===== config.mk =====
export PLATFORM = sky130hd
export DESIGN_NAME = serial_subtractor
export DESIGN_NICKNAME = d
export VERILOG_FILES = /design/src/rtl/serial_subtractor_pkg.sv /design/src/rtl/serial_subtractor_full_subtractor.sv /design/src/rtl/serial_subtractor.sv
export SDC_FILE = /design/constraint.sdc
export NUM_CORES = 1
export LEC_CHECK = 0
export CORE_ASPECT_RATIO = 0.5
export CORE_MARGIN = 3
export CORE_UTILIZATION = 45
export CTS_CLUSTER_DIAMETER = 150
export CTS_CLUSTER_SIZE = 20
export DETAILED_ROUTE_END_ITERATION = 10
export PLACE_DENSITY = 0.68
export SYNTH_ARGS = -nofsm -noshare
export SYNTH_HDL_FRONTEND = slang
export SYNTH_SLANG_ARGS = --single-unit

===== constraint.sdc =====
create_clock -name clk -period 1.17 [get_ports clk]
set_input_delay 0.1755 -clock clk [delete_from_list [all_inputs] [get_ports clk]]
set_output_delay 0.1755 -clock clk [all_outputs]
set_load 0.02 [all_outputs]

===== src/rtl/serial_subtractor_pkg.sv =====
// Shared definitions for the bit-serial subtractor: FSM state encoding and default width.
package serial_sub_pkg;

  typedef enum logic [1:0] {
    IDLE  = 2'd0,
    SHIFT = 2'd1,
    DONE  = 2'd2
  } state_t;

  localparam int SERIAL_SUB_WIDTH = 8;

endpackage


===== src/rtl/serial_subtractor_full_subtractor.sv =====
// One-bit full-subtractor cell: diff = x - y - bin, with borrow out.
module full_subtractor (
  input  logic x,
  input  logic y,
  input  logic bin,
  output logic diff,
  output logic bout
);

  assign diff = x ^ y ^ bin;
  assign bout = (~x & y) | (~(x ^ y) & bin);

endmodule


===== src/rtl/serial_subtractor.sv =====
// Bit-serial two's-complement subtractor d = a - b, LSB first, start/done handshake.
// Define SERIAL_SUB_OVF_EN to add the signed-overflow output ovf.
module serial_subtractor
  import serial_sub_pkg::*;
#(
  parameter int WIDTH = SERIAL_SUB_WIDTH
) (
  input  logic             clk,
  input  logic             rst,
  input  logic             start,
  input  logic [WIDTH-1:0] a,
  input  logic [WIDTH-1:0] b,
  output logic             busy,
  output logic             done,
  output logic [WIDTH-1:0] d,
  output logic             bout
`ifdef SERIAL_SUB_OVF_EN
  ,
  output logic             ovf
`endif
);

  localparam int CW = $clog2(WIDTH + 1);
  localparam logic [CW-1:0] LAST = CW'(WIDTH - 1);

  state_t           state;
  logic [WIDTH-1:0] a_sr;
  logic [WIDTH-1:0] b_sr;
  logic [WIDTH-1:0] res;
  logic             br;
  logic [CW-1:0]    cnt;
  logic             diff;
  logic             br_next;
`ifdef SERIAL_SUB_OVF_EN
  logic             a_msb;
  logic             b_msb;
`endif

  full_subtractor u_fs (
    .x    (a_sr[0]),
    .y    (b_sr[0]),
    .bin  (br),
    .diff (diff),
    .bout (br_next)
  );

  always_ff @(posedge clk) begin
    if (rst) begin
      state <= IDLE;
      busy  <= 1'b0;
      done  <= 1'b0;
      d     <= '0;
      bout  <= 1'b0;
      br    <= 1'b0;
      cnt   <= '0;
      a_sr  <= '0;
      b_sr  <= '0;
      res   <= '0;
`ifdef SERIAL_SUB_OVF_EN
      ovf   <= 1'b0;
      a_msb <= 1'b0;
      b_msb <= 1'b0;
`endif
    end else begin
      case (state)
        IDLE: begin
          done <= 1'b0;
          if (start) begin
            a_sr  <= a;
            b_sr  <= b;
            br    <= 1'b0;
            cnt   <= '0;
            busy  <= 1'b1;
            state <= SHIFT;
`ifdef SERIAL_SUB_OVF_EN
            a_msb <= a[WIDTH-1];
            b_msb <= b[WIDTH-1];
`endif
          end
        end
        SHIFT: begin
          res  <= {diff, res[WIDTH-1:1]};
          a_sr <= a_sr >> 1;
          b_sr <= b_sr >> 1;
          br   <= br_next;
          cnt  <= cnt + CW'(1);
          // Final bit: publish the completed word directly, diff lands in the MSB.
          if (cnt == LAST) begin
            d     <= {diff, res[WIDTH-1:1]};
            bout  <= br_next;
            busy  <= 1'b0;
            done  <= 1'b1;
            state <= DONE;
`ifdef SERIAL_SUB_OVF_EN
            ovf   <= (a_msb ^ b_msb) & (diff ^ a_msb);
`endif
          end
        end
        DONE: begin
          done  <= 1'b0;
          state <= IDLE;
        end
        default: begin
          busy  <= 1'b0;
          done  <= 1'b0;
          state <= IDLE;
        end
      endcase
    end
  end

endmodule


=== Yosys cells after proc, flatten, opt, wreduce, memory -nomap -nowiden ===
Cells that the tools add are included.

* Register bits after elaboration: 42
* Logic and storage cells: 46

* Add/sub/neg operators: 1
* Eq/ne operators: 5
* Muxes and demuxes: 14
* Bitwise operators: 9
* Reduce and logical (&&, ||, !) cells: 7

{| class="wikitable"
|+ Operators by type and width
! operator !! count
|-
| case mux 8 bit (2 select lines) || 2
|-
| two-way mux 8 bit || 2
|-
| case mux 4 bit (2 select lines) || 1
|-
| AND reduction 2 bit || 3
|-
| adder 4 x 1 -> 4 bit (second input constant) || 1
|-
| == test 4 x 3 -> 1 bit (second input constant) || 1
|-
| two-way mux 2 bit || 2
|-
| two-way mux 4 bit || 1
|-
| != test 2 bit (second input constant) || 2
|-
| inverter 1 bit || 4
|-
| case mux 2 bit (2 select lines) || 1
|-
| two-way mux 1 bit || 3
|-
| case mux 1 bit (3 select lines) || 1
|-
| AND reduction 3 bit || 1
|-
| bitwise AND 1 bit || 2
|-
| == test 2 x 1 -> 1 bit (second input constant) || 1
|-
| == test 2 bit (second input constant) || 1
|-
| zero test 2 bit || 1
|-
| case mux 1 bit (2 select lines) || 1
|-
| nonzero test 2 bit || 1
|-
| OR reduction 2 bit || 1
|-
| XOR 1 bit || 2
|-
| OR 1 bit || 1
|}

=== Depth between registers and ports, before layout ===
Gate-level depths: netlist of run 1.

* Word-level depth: 5
* Depth in mapped cells: 6
* Gate-level depth less buffers: 4

=== By module ===
Synthesis of run 1 repeated with hierarchy kept, for this count alone.

* Cell total of the unflattened synthesis: 189
* Area total of the unflattened synthesis: 1659.1 um^2

{| class="wikitable"
|+ Modules (own cells, without submodules)
! module !! instances !! cells an instance !! area each (um^2)
|-
| serial_subtractor || 1 || 185 || 1627.8
|-
| full_subtractor || 1 || 4 || 31.3
|}

=== Least setup slack after synthesis of run 1 ===
OpenSTA, ideal clock, no wires.

* Kind: flip-flop to flip-flop
* Start: register cnt[0]
* End: register d[0]
* Arrival time: 1.174 ns
* Required time: 1.099 ns
* Setup slack: -0.074 ns
* Cell stages (with the launch flop): 6
* Path buffers: 1
* Clock period less this slack: 1.244 ns
* Cells stage by stage: dfxtp_1 ha_1 and3b_1 clkbuf_1 nand3_1 a21oi_1

* Cells in the longest elaborated chain, start to end: 2

{| class="wikitable"
|+ Ends and longest elaborated chain
! item !! RTL line !! RTL
|-
| start: declaration || serial_subtractor.sv:31 || <nowiki>logic [CW-1:0] cnt;</nowiki>
|-
| start signal: assignment || serial_subtractor.sv:86 || <nowiki>cnt <= cnt + CW'(1);</nowiki>
|-
| == test 4 x 3 -> 1 bit || serial_subtractor.sv:88 || <nowiki>if (cnt == LAST) begin</nowiki>
|-
| AND reduction 2 bit (no source line) || -- ||
|-
| end signal: assignment || serial_subtractor.sv:89 || <nowiki>d <= {diff, res[WIDTH-1:1]};</nowiki>
|-
| end: declaration || serial_subtractor.sv:15 || <nowiki>output logic [WIDTH-1:0] d,</nowiki>
|}

No other way between the ends.
A chain may end at the register's enable or synchronous reset.

=== Worst setup path in the final report of run 1 ===
* Start: register cnt[0]
* End: register d[2]

Same word-level chain as after synthesis.

==> results of run 1 <==
[per-layer routing]
layer  vias to the layer above  wire length (um)  global-route usage, %
met3                         2               139                   5.03
met4                         0                19                   5.84
met2                        22              1770                   23.8
met1                       758              2050                   23.0
li1                        788                 -                      -
met5                         -                 0                      0
[layout make-up]
class / instances / area share [%]
flip-flops and latches: 41 / 33.6
well taps: 51 / 2.58
multi-input cells: 132 / 35.9
clock buffers: 5 / 2.78
repair buffers: 58 / 21.2
inverters: 4 / 1.26
clock inverters: 3 / 2.63
[through the flow]
| stage | setup slack [ps] | hold slack (ps) |
|---|---|---|
| 6_report | -81.1 | 462 |
| 3_3_place_gp | -236 | 448 |
| 4_1_cts | -96.1 | 468 |
| 5_1_grt | -136 | 489 |
| 3_5_place_dp | -265 | 454 |
| 2_1_floorplan | 4.26 | 247 |
[synthesized netlist by cell type (all sizes together)]
cell type	number	area (um2)
dfxtp	41	821
nor2	26	97.6
nand2	18	67.6
a21oi	17	85.1
a211oi	16	125
buf	11	72.6
nand3	10	50.1
a21bo	8	80.1
o22ai	8	50.1
clkbuf	6	22.5
o2bb2ai	6	52.6
inv	4	15.0
a22oi	3	22.5
nand2b	2	12.5
nor2b	2	12.5
a221oi	1	8.76
a2bb2oi	1	8.76
a31oi	1	6.26
and2	1	6.26
and3b	1	8.76
fa	1	20.0
ha	1	12.5
nor3	1	5.00
nor3b	1	7.51
o21a	1	7.51
o21ai	1	5.00
o21ba	1	10.0
o21bai	1	7.51
o32a	1	10.0
or3	1	6.26
[critical path: cells and delay by family (launching register included)]
kind | cells | cell delay [ps]
adder cells (fa/ha/maj) | 1 | 150
AND/OR/NAND/NOR | 1 | 260
AO/OA/AOI/OAI | 2 | 280
flip-flops | 1 | 340
buffers and inverters | 1 | 150
[cells by family after synthesis]
group / count (synthesis) / synth area share, %
simple gates: 63 / 16.0
compound gates: 66 / 27.9
flops: 41 / 47.8
fa+ha+maj: 2 / 1.89
buf+inv: 21 / 6.41
[power breakdown]
part | internal, uW | leakage (uW) | switching [uW]
sequential | 1460 | 0.000338 | 43.7
clock | 848 | 0.0000681 | 510
combinational | 216 | 0.000553 | 199
total | 2520 | 0.000959 | 753
[flip-flops by register name (all words and copies together) (netlist names)]
signal,count
bout,1
done,1
a_sr,8
d,8
cnt,4
br,1
busy,1
res,7
b_sr,8
state,2
[cells in the final DEF, fill, tap and decap left out, drive strengths merged, types with 2 or more instances in the layout]
master,count
dlygate4sd2,5
clkdlybuf4s15,4
nor2b,2
clkinv,2
nand3,10
o22ai,8
inv,2
nor2,26
o2bb2ai,6
a21oi,17
a21bo,8
o21ba,2
nand2,18
buf,29
clkdlybuf4s50,17
clkbuf,7
dfxtp,41
a22oi,3
bufinv,2
a211oi,16
nand2b,2
[how the worst max path moves through the flow]
stage,cells past startpoint,slack [ps],end
after floorplan,6,4,cnt[1]
after global placement,4,-240,b_sr[5]
after detailed placement,4,-270,a_sr[3]
after CTS,5,-100,d[4]
after global routing,5,-140,d[2]
final,5,-80,d[2]
[what timing repair did]
| action | in CTS | in global routing |
|---|---|---|
| setup buffers | 0 | 6 |
| pin swaps | 17 | 10 |
| setup endpoints to repair | 50 | 41 |
| hold buffers | 0 | 0 |
| resized for setup | 18 | 41 |
| gates cloned | 1 | 1 |
==> flow_summary.json, run 1 <==
{
  "ys_warn_count": 0,
  "grt_pass1_wl_um": 6020,
  "regArea_um2": 832,
  "setup_viol": 12,
  "max_stage_delay_ps": 340,
  "end_kind": "flop",
  "vdd.ir_drop.worst_v": 0.000634,
  "layout.nets": 263,
  "power_leakage_uw": 0.000959,
  "post-route-min-period_ps": 1250,
  "placed_cell_area_um2": 2160,
  "path_clk_slew_ps": 80,
  "post-route-period-util_pct": 107,
  "root_buffer": "clkbuf_8",
  "stdcell_area_um2": 2470,
  "io_buffers": 29,
  "final_util_pct": 69.8,
  "num_vias": 1570,
  "arrival_ps": 1480,
  "synth.avg_cell_area_um2": 8.89,
  "rr_endpoint": "d[2]",
  "ys_types": 34,
  "rsz0062_at_grt": "yes",
  "cts_tree": "done",
  "grt_max_degree": 26,
  "crit_path_start": "cnt[0]",
  "grt_pass1_vias": 1315,
  "insertion_delay_ps": 290,
  "finClkSkew_ps": 5.60,
  "htreeDepth": 2,
  "dieArea_um2": 4640,
  "crit_slowest_cell": "dfxtp_2",
  "synth_seq_cells": 41,
  "holdCritStartpoint": "res[1]",
  "viasPerCell": 5.34,
  "drive_above_1_share_pct": 27.2,
  "rows": 15,
  "first_iter_violations": 63,
  "place_congestion": 0.765,
  "dp_cells": 278,
  "antenna_found_initial": 0,
  "totalWireLength_um": 3970,
  "total_power_uw": 3270,
  "cp_max_fo": 6,
  "multi_input_comb_area_um2": 888,
  "die_h_um": 49.7,
  "whs_path_depth": 2,
  "slew_headroom_pct": 83.5,
  "synth_nets": 214,
  "clock.fmax_mhz": 799,
  "run_status": "finished, violations left",
  "violations": "setup timing",
  "cts_buffer_depth": 2,
  "crit_required_ps": 1400,
  "ant_nets": 0,
  "drc": 0,
  "dp_hpwl_um": 2410,
  "reg2reg_slack_ps": -80,
  "ys_seq_area_share_pct": 47.8,
  "first_pass_iters": 4,
  "setup_ws_ps": -81.1,
  "grt.overflow.total": 0,
  "stdcell_count": 294,
  "clkSinkCount": 41,
  "cts_buffers": 5,
  "r2r-start": "cnt[0]",
  "finalHoldViolCount": 0,
  "area_delta_synth_final_pct": 44.2,
  "wl_per_cell_um": 13.5,
  "fin_setup_tns_ps": -620,
  "max-cap-violations": 0,
  "reg2reg_depth": 5,
  "synth_cells": 193,
  "tightest_slew_ps": 246,
  "grt_use_total_pct": 16.4,
  "crit_type": "flop to flop",
  "slew_violations": 0,
  "coreArea_um2": 3550,
  "holdPathEnd": "res[1]",
  "p_per_area_nw_per_um2": 1320,
  "start_util_pct": 48.4,
  "n_antenna_cell": 0,
  "path_cells": "ha_4 > and3b_2 > buf_6 > a21bo_1 > a21oi_1",
  "hold_class": "flop to flop",
  "startpoint_type": "flop",
  "fillers": 277,
  "ios": 30,
  "synth_area_um2": 1720,
  "die_w_um": 93.3
}
Note: power is estimated with default switching activity, not from simulation.
==> inputs of run 2 (changes only) <==
--- a/config.mk
+++ b/config.mk
@@ -11,7 +11,7 @@
 export CTS_CLUSTER_DIAMETER = 150
 export CTS_CLUSTER_SIZE = 20
 export DETAILED_ROUTE_END_ITERATION = 10
-export PLACE_DENSITY = 0.68
+export PLACE_DENSITY = 0.66
 export SYNTH_ARGS = -nofsm -noshare
 export SYNTH_HDL_FRONTEND = slang
 export SYNTH_SLANG_ARGS = --single-unit
==> constraint.sdc (replaced) <==
create_clock -name clk -period 1.4 [get_ports clk]
set_input_delay 0.21 -clock clk [delete_from_list [all_inputs] [get_ports clk]]
set_output_delay 0.21 -clock clk [all_outputs]
set_load 0.02 [all_outputs]
==> flow_summary.json, run 2 (same netlist as run 1, synthesis figures left out) <==
{
  "totalWireLength_um": 3580,
  "arrival_ps": 1570,
  "dp_hpwl_um": 2290,
  "dieArea_um2": 4640,
  "htreeDepth": 2,
  "top_regs": "a_sr (8), b_sr (8), d (8)",
  "max_stage_delay_ps": 320,
  "path_cells": "ha_2 > and3b_2 > buf_12 > and2_1 > a211oi_2",
  "mostFrequentLayoutCells": "dfxtp_1 (40), nor2_1 (26), nand2_1 (18), clkdlybuf4s50_1 (18), a21oi_1 (17)",
  "cts_buffers": 5,
  "wl_per_cell_um": 12.9,
  "die_h_um": 49.7,
  "ios": 30,
  "antenna_found_initial": 0,
  "startpoint_type": "flop",
  "cts_hold_buffers": 0,
  "grt_pass1_vias": 1370,
  "stdcell_count": 277,
  "fillers": 314,
  "stdcell_area_um2": 2220,
  "finalHoldViolCount": 0,
  "multi_input_comb_area_um2": 790,
  "cp.buffers_inverters": 1,
  "clkSinkCount": 41,
  "io_buffers": 29,
  "coreArea_um2": 3550,
  "rsz0062_at_grt": "no",
  "vdd.ir_drop.worst_v": 0.000670,
  "viasPerCell": 5.28,
  "start_util_pct": 48.4,
  "first_iter_violations": 52,
  "grt_max_degree": 42,
  "end_kind": "flop",
  "dp_cells": 269,
  "timing.critical_path.max_delay_family": "simple AND/OR/NAND/NOR gates",
  "place_congestion": 0.773,
  "layout.nets": 246,
  "cts_tree": "done",
  "grt_use_total_pct": 16.7,
  "drive_above_1_share_pct": 11.9,
  "power_leakage_uw": 0.000853,
  "hold_class": "flop to flop",
  "clock.fmax_mhz": 746,
  "area_delta_synth_final_pct": 29.1,
  "drc": 0,
  "cp_max_fo": 21,
  "slew_headroom_pct": 71.0,
  "layout_commonest_cell": "dfxtp_1",
  "n_antenna_cell": 0,
  "tightest_slew_ps": 434,
  "path_clk_slew_ps": 80,
  "max-cap-violations": 0,
  "rows": 15,
  "root_buffer": "clkbuf_8",
  "post-route-min-period_ps": 1340,
  "p_per_area_nw_per_um2": 1080,
  "setup_viol": 0,
  "grt.overflow.total": 0,
  "finClkSkew_ps": 7.86,
  "insertion_delay_ps": 300,
  "ant_nets": 0,
  "num_vias": 1462,
  "crit_slowest_cell": "dfxtp_1",
  "timing.hold.ws_ps": 463,
  "cts_buffer_depth": 2,
  "crit_required_ps": 1620,
  "regArea_um2": 822,
  "post-route-period-util_pct": 95.8,
  "grt_pass1_wl_um": 6180,
  "crit_type": "flop to flop",
  "die_w_um": 93.3,
  "first_pass_iters": 6,
  "slew_violations": 0,
  "placed_cell_area_um2": 2120,
  "run_status": "complete, no violations"
}
run 2: changes by cell type in the layout (fill, tap and decap cells not counted), sizes merged:
| cell | delta |
|---|---|
| buf | -16 |
| bufinv | -2 |
| clkdlybuf4s15 | -4 |
| clkdlybuf4s50 | +1 |
| clkinv | -1 |
| clkinvlp | -1 |
| dlygate4sd2 | +6 |
| dlymetal6s2s | -1 |
| inv | +2 |
| o21ba | -1 |
run 2: through the flow:
step	TNS, ps	power (uW)	worst slack [ps]	util (%)
after CTS	0	2420	46.4	62.3
after detailed placement	-646	1580	-93.3	59.9
final	0	2390	58.9	62.5
after global routing	0	2490	11.2	62.5
after floorplan	0	1450	156	-
after global placement	-285	1570	-31.4	59.9
run 2: final cells by class:
type	count	share of cell area [%]
Sequential cell	41	37.1
Multi-Input combinational cell	131	35.6
Timing Repair Buffer	42	19.1
Clock buffer	7	4.35
Tap cell	51	2.88
Inverter	4	0.678
Clock inverter	1	0.226
run 2: power by group:
group	internal [uW]	switching [uW]	total, uW	leakage, uW
combinational	157	145	302	0.000463
clock	445	397	842	0.0000542
sequential	1220	31.0	1250	0.000336
total	1820	573	2390	0.000853
run 2: worst register-to-register path, cell delays in order, from the launching register on:
cell and delay (ps):
dfxtp_1 320, ha_2 200, and3b_2 210, buf_12 150, and2_1 190, a211oi_2 200
run 2: path summary, 6_finish.rpt:
check,startpoint,slack (ps),depth (start not counted),end
hold reg to reg,res[1],460,2,res[1]
hold / removal,res[1],460,2,res[1]
setup reg to reg,cnt[0],60,5,bout
setup / recovery,cnt[0],60,5,bout
run 2: metal layers:
metal / part of all wire, % / vias up / global-route usage (%)
met1: 50 / 683 / 21.4
met2: 44 / 23 / 26.4
li1: - / 748 / -
met3: 4.5 / 8 / 5.34
met5: 0 / - / 0
met4: 1.5 / 0 / 6.33
run 2: what timing repair did:
action / CTS / global route
gates resized for setup: 11 / 3
cloned: 0 / 0
setup endpoints to repair: 11 / 2
buffers inserted: 0 / 0
==> inputs of run 3 (changes only) <==
--- a/config.mk
+++ b/config.mk
@@ -7,11 +7,12 @@
 export LEC_CHECK = 0
 export CORE_ASPECT_RATIO = 0.5
 export CORE_MARGIN = 3
-export CORE_UTILIZATION = 45
+export CORE_UTILIZATION = 51
 export CTS_CLUSTER_DIAMETER = 150
 export CTS_CLUSTER_SIZE = 20
 export DETAILED_ROUTE_END_ITERATION = 10
-export PLACE_DENSITY = 0.66
+export PLACE_DENSITY = 0.74
+export SLEW_MARGIN = 20
 export SYNTH_ARGS = -nofsm -noshare
 export SYNTH_HDL_FRONTEND = slang
 export SYNTH_SLANG_ARGS = --single-unit
==> flow_summary.json, run 3 (same netlist as run 1, synthesis figures left out) <==
{
  "run_status": "complete, no violations",
  "viasPerCell": 5.47,
  "p_per_area_nw_per_um2": 1060,
  "fillers": 254,
  "whs_path_depth": 2,
  "die_h_um": 47.0,
  "cp_max_fo": 9,
  "regArea_um2": 821,
  "layout.nets": 246,
  "n_antenna_cell": 0,
  "stdcell_count": 266,
  "cts_buffer_depth": 2,
  "place_congestion": 0.751,
  "slew_violations": 0,
  "drc": 0,
  "mostFrequentLayoutCells": "dfxtp_1 (41), nor2_1 (26), nand2_1 (18), clkdlybuf4s50_1 (18), a21oi_1 (17)",
  "start_util_pct": 55.4,
  "r2r-start": "cnt[1]",
  "seqPwrFrac_pct": 54.4,
  "coreArea_um2": 3100,
  "path_clk_slew_ps": 80,
  "totalWireLength_um": 3640,
  "first_iter_violations": 65,
  "grt_pass1_vias": 1313,
  "cts_hold_buffers": 0,
  "switchingPower_uw": 585,
  "grt.overflow.total": 0,
  "cts_buffers": 5,
  "top_regs": "a_sr (8), b_sr (8), d (8)",
  "hold_class": "flop to flop",
  "arrival_ps": 1550,
  "vdd.ir_drop.worst_v": 0.000518,
  "ios": 30,
  "power_leakage_uw": 0.000840,
  "setup_ws_ps": 70.1,
  "tightest_slew_ps": 424,
  "io_buffers": 29,
  "pwr-share-clk_pct": 32.7,
  "p_int_uw": 1710,
  "die_w_um": 88.1,
  "grt_use_total_pct": 19.0,
  "insertion_delay_ps": 290,
  "wl_per_cell_um": 13.7,
  "finClkSkew_ps": 9.29,
  "place_ws_ps": -99.8,
  "first_pass_iters": 5,
  "post-route-min-period_ps": 1330,
  "dp_cells": 257,
  "layout_commonest_cell": "dfxtp_1",
  "crit_required_ps": 1620,
  "placed_cell_area_um2": 2080,
  "max_stage_delay_ps": 340,
  "multi_input_comb_area_um2": 798,
  "clock.fmax_mhz": 752,
  "grt_pass1_wl_um": 5950,
  "ant_nets": 0,
  "cts_tree": "done",
  "area_delta_synth_final_pct": 26.4,
  "dp_hpwl_um": 2330,
  "root_buffer": "clkbuf_8",
  "dieArea_um2": 4140,
  "antenna_found_initial": 0,
  "drive_above_1_share_pct": 11.9,
  "reg2reg_depth": 5,
  "finalHoldViolCount": 0,
  "setup_viol": 0,
  "holdCritStartpoint": "res[1]",
  "htreeDepth": 2,
  "fin_setup_tns_ps": 0,
  "rows": 14,
  "clkSinkCount": 41,
  "holdPathEnd": "res[1]",
  "post-route-period-util_pct": 95.0,
  "startpoint_type": "flop",
  "path_cells": "ha_2 > and3b_2 > buf_4 > a21bo_1 > a21oi_1",
  "combPwrFrac_pct": 12.9,
  "max-cap-violations": 0,
  "slew_headroom_pct": 71.7,
  "switching_share_pct": 25.5,
  "grt_max_degree": 42,
  "reg2reg_slack_ps": 70,
  "rr_endpoint": "d[2]",
  "stdcell_area_um2": 2170,
  "crit_type": "flop to flop",
  "crit_slowest_cell": "dfxtp_1",
  "num_vias": 1455,
  "end_kind": "flop"
}
## run 3: final cells by class
| cell class | instances | area share, % |
|---|---|---|
| Timing Repair Buffer | 42 | 18.4 |
| Multi-Input combinational cell | 131 | 36.8 |
| Clock inverter | 3 | 0.807 |
| Clock buffer | 5 | 3.17 |
| Tap cell | 40 | 2.31 |
| Inverter | 4 | 0.692 |
| Sequential cell | 41 | 37.8 |
## run 3: metrics by stage
stage	hold slack, ps	power, uW	util [%]
after floorplan	282	1450	-
after global placement	446	1560	67.0
after detailed placement	448	1570	67.0
after CTS	460	2320	69.3
after global routing	496	2400	70.0
final	456	2300	70.0
## run 3: worst max-delay path by stage
stage / from / end / slack, ps
after floorplan: cnt[0] / d[0] / 160
after global placement: start / a_sr[6] / -20
after detailed placement: start / b_sr[1] / -100
after CTS: cnt[1] / d[2] / 10
after global routing: cnt[1] / d[7] / -8
final: cnt[1] / d[2] / 70
## run 3: metal layers
metal / GRT usage [%] / vias to the layer above / wire length (um)
met4: 7.23 / 0 / 14
met1: 24.4 / 679 / 1800
met3: 6.13 / 2 / 154
li1: - / 747 / -
met2: 30.8 / 27 / 1670
met5: 0 / - / 0
## run 3: timing repair
action	CTS	global route
pin swaps	0	0
cloned	0	0
resized for setup	11	4
buffers inserted	0	1
setup endpoints to repair	11	11
## run 3: worst max-delay path, delay by kind of cell (launching register included)
family / cells / cell delay [ps]
flip-flops: 1 / 340
adder cells (fa/ha/maj): 1 / 180
AO/OA/AOI/OAI: 2 / 320
AND/OR/NAND/NOR: 1 / 240
buffers and inverters: 1 / 180
## run 3: power by group through the flow
stage	combinational, uW	sequential (uW)	clock, uW
after floorplan	182	1270	0
after global placement	286	1270	0
after detailed placement	291	1270	0
after CTS	290	1250	779
after global routing	324	1260	820
final	295	1250	752
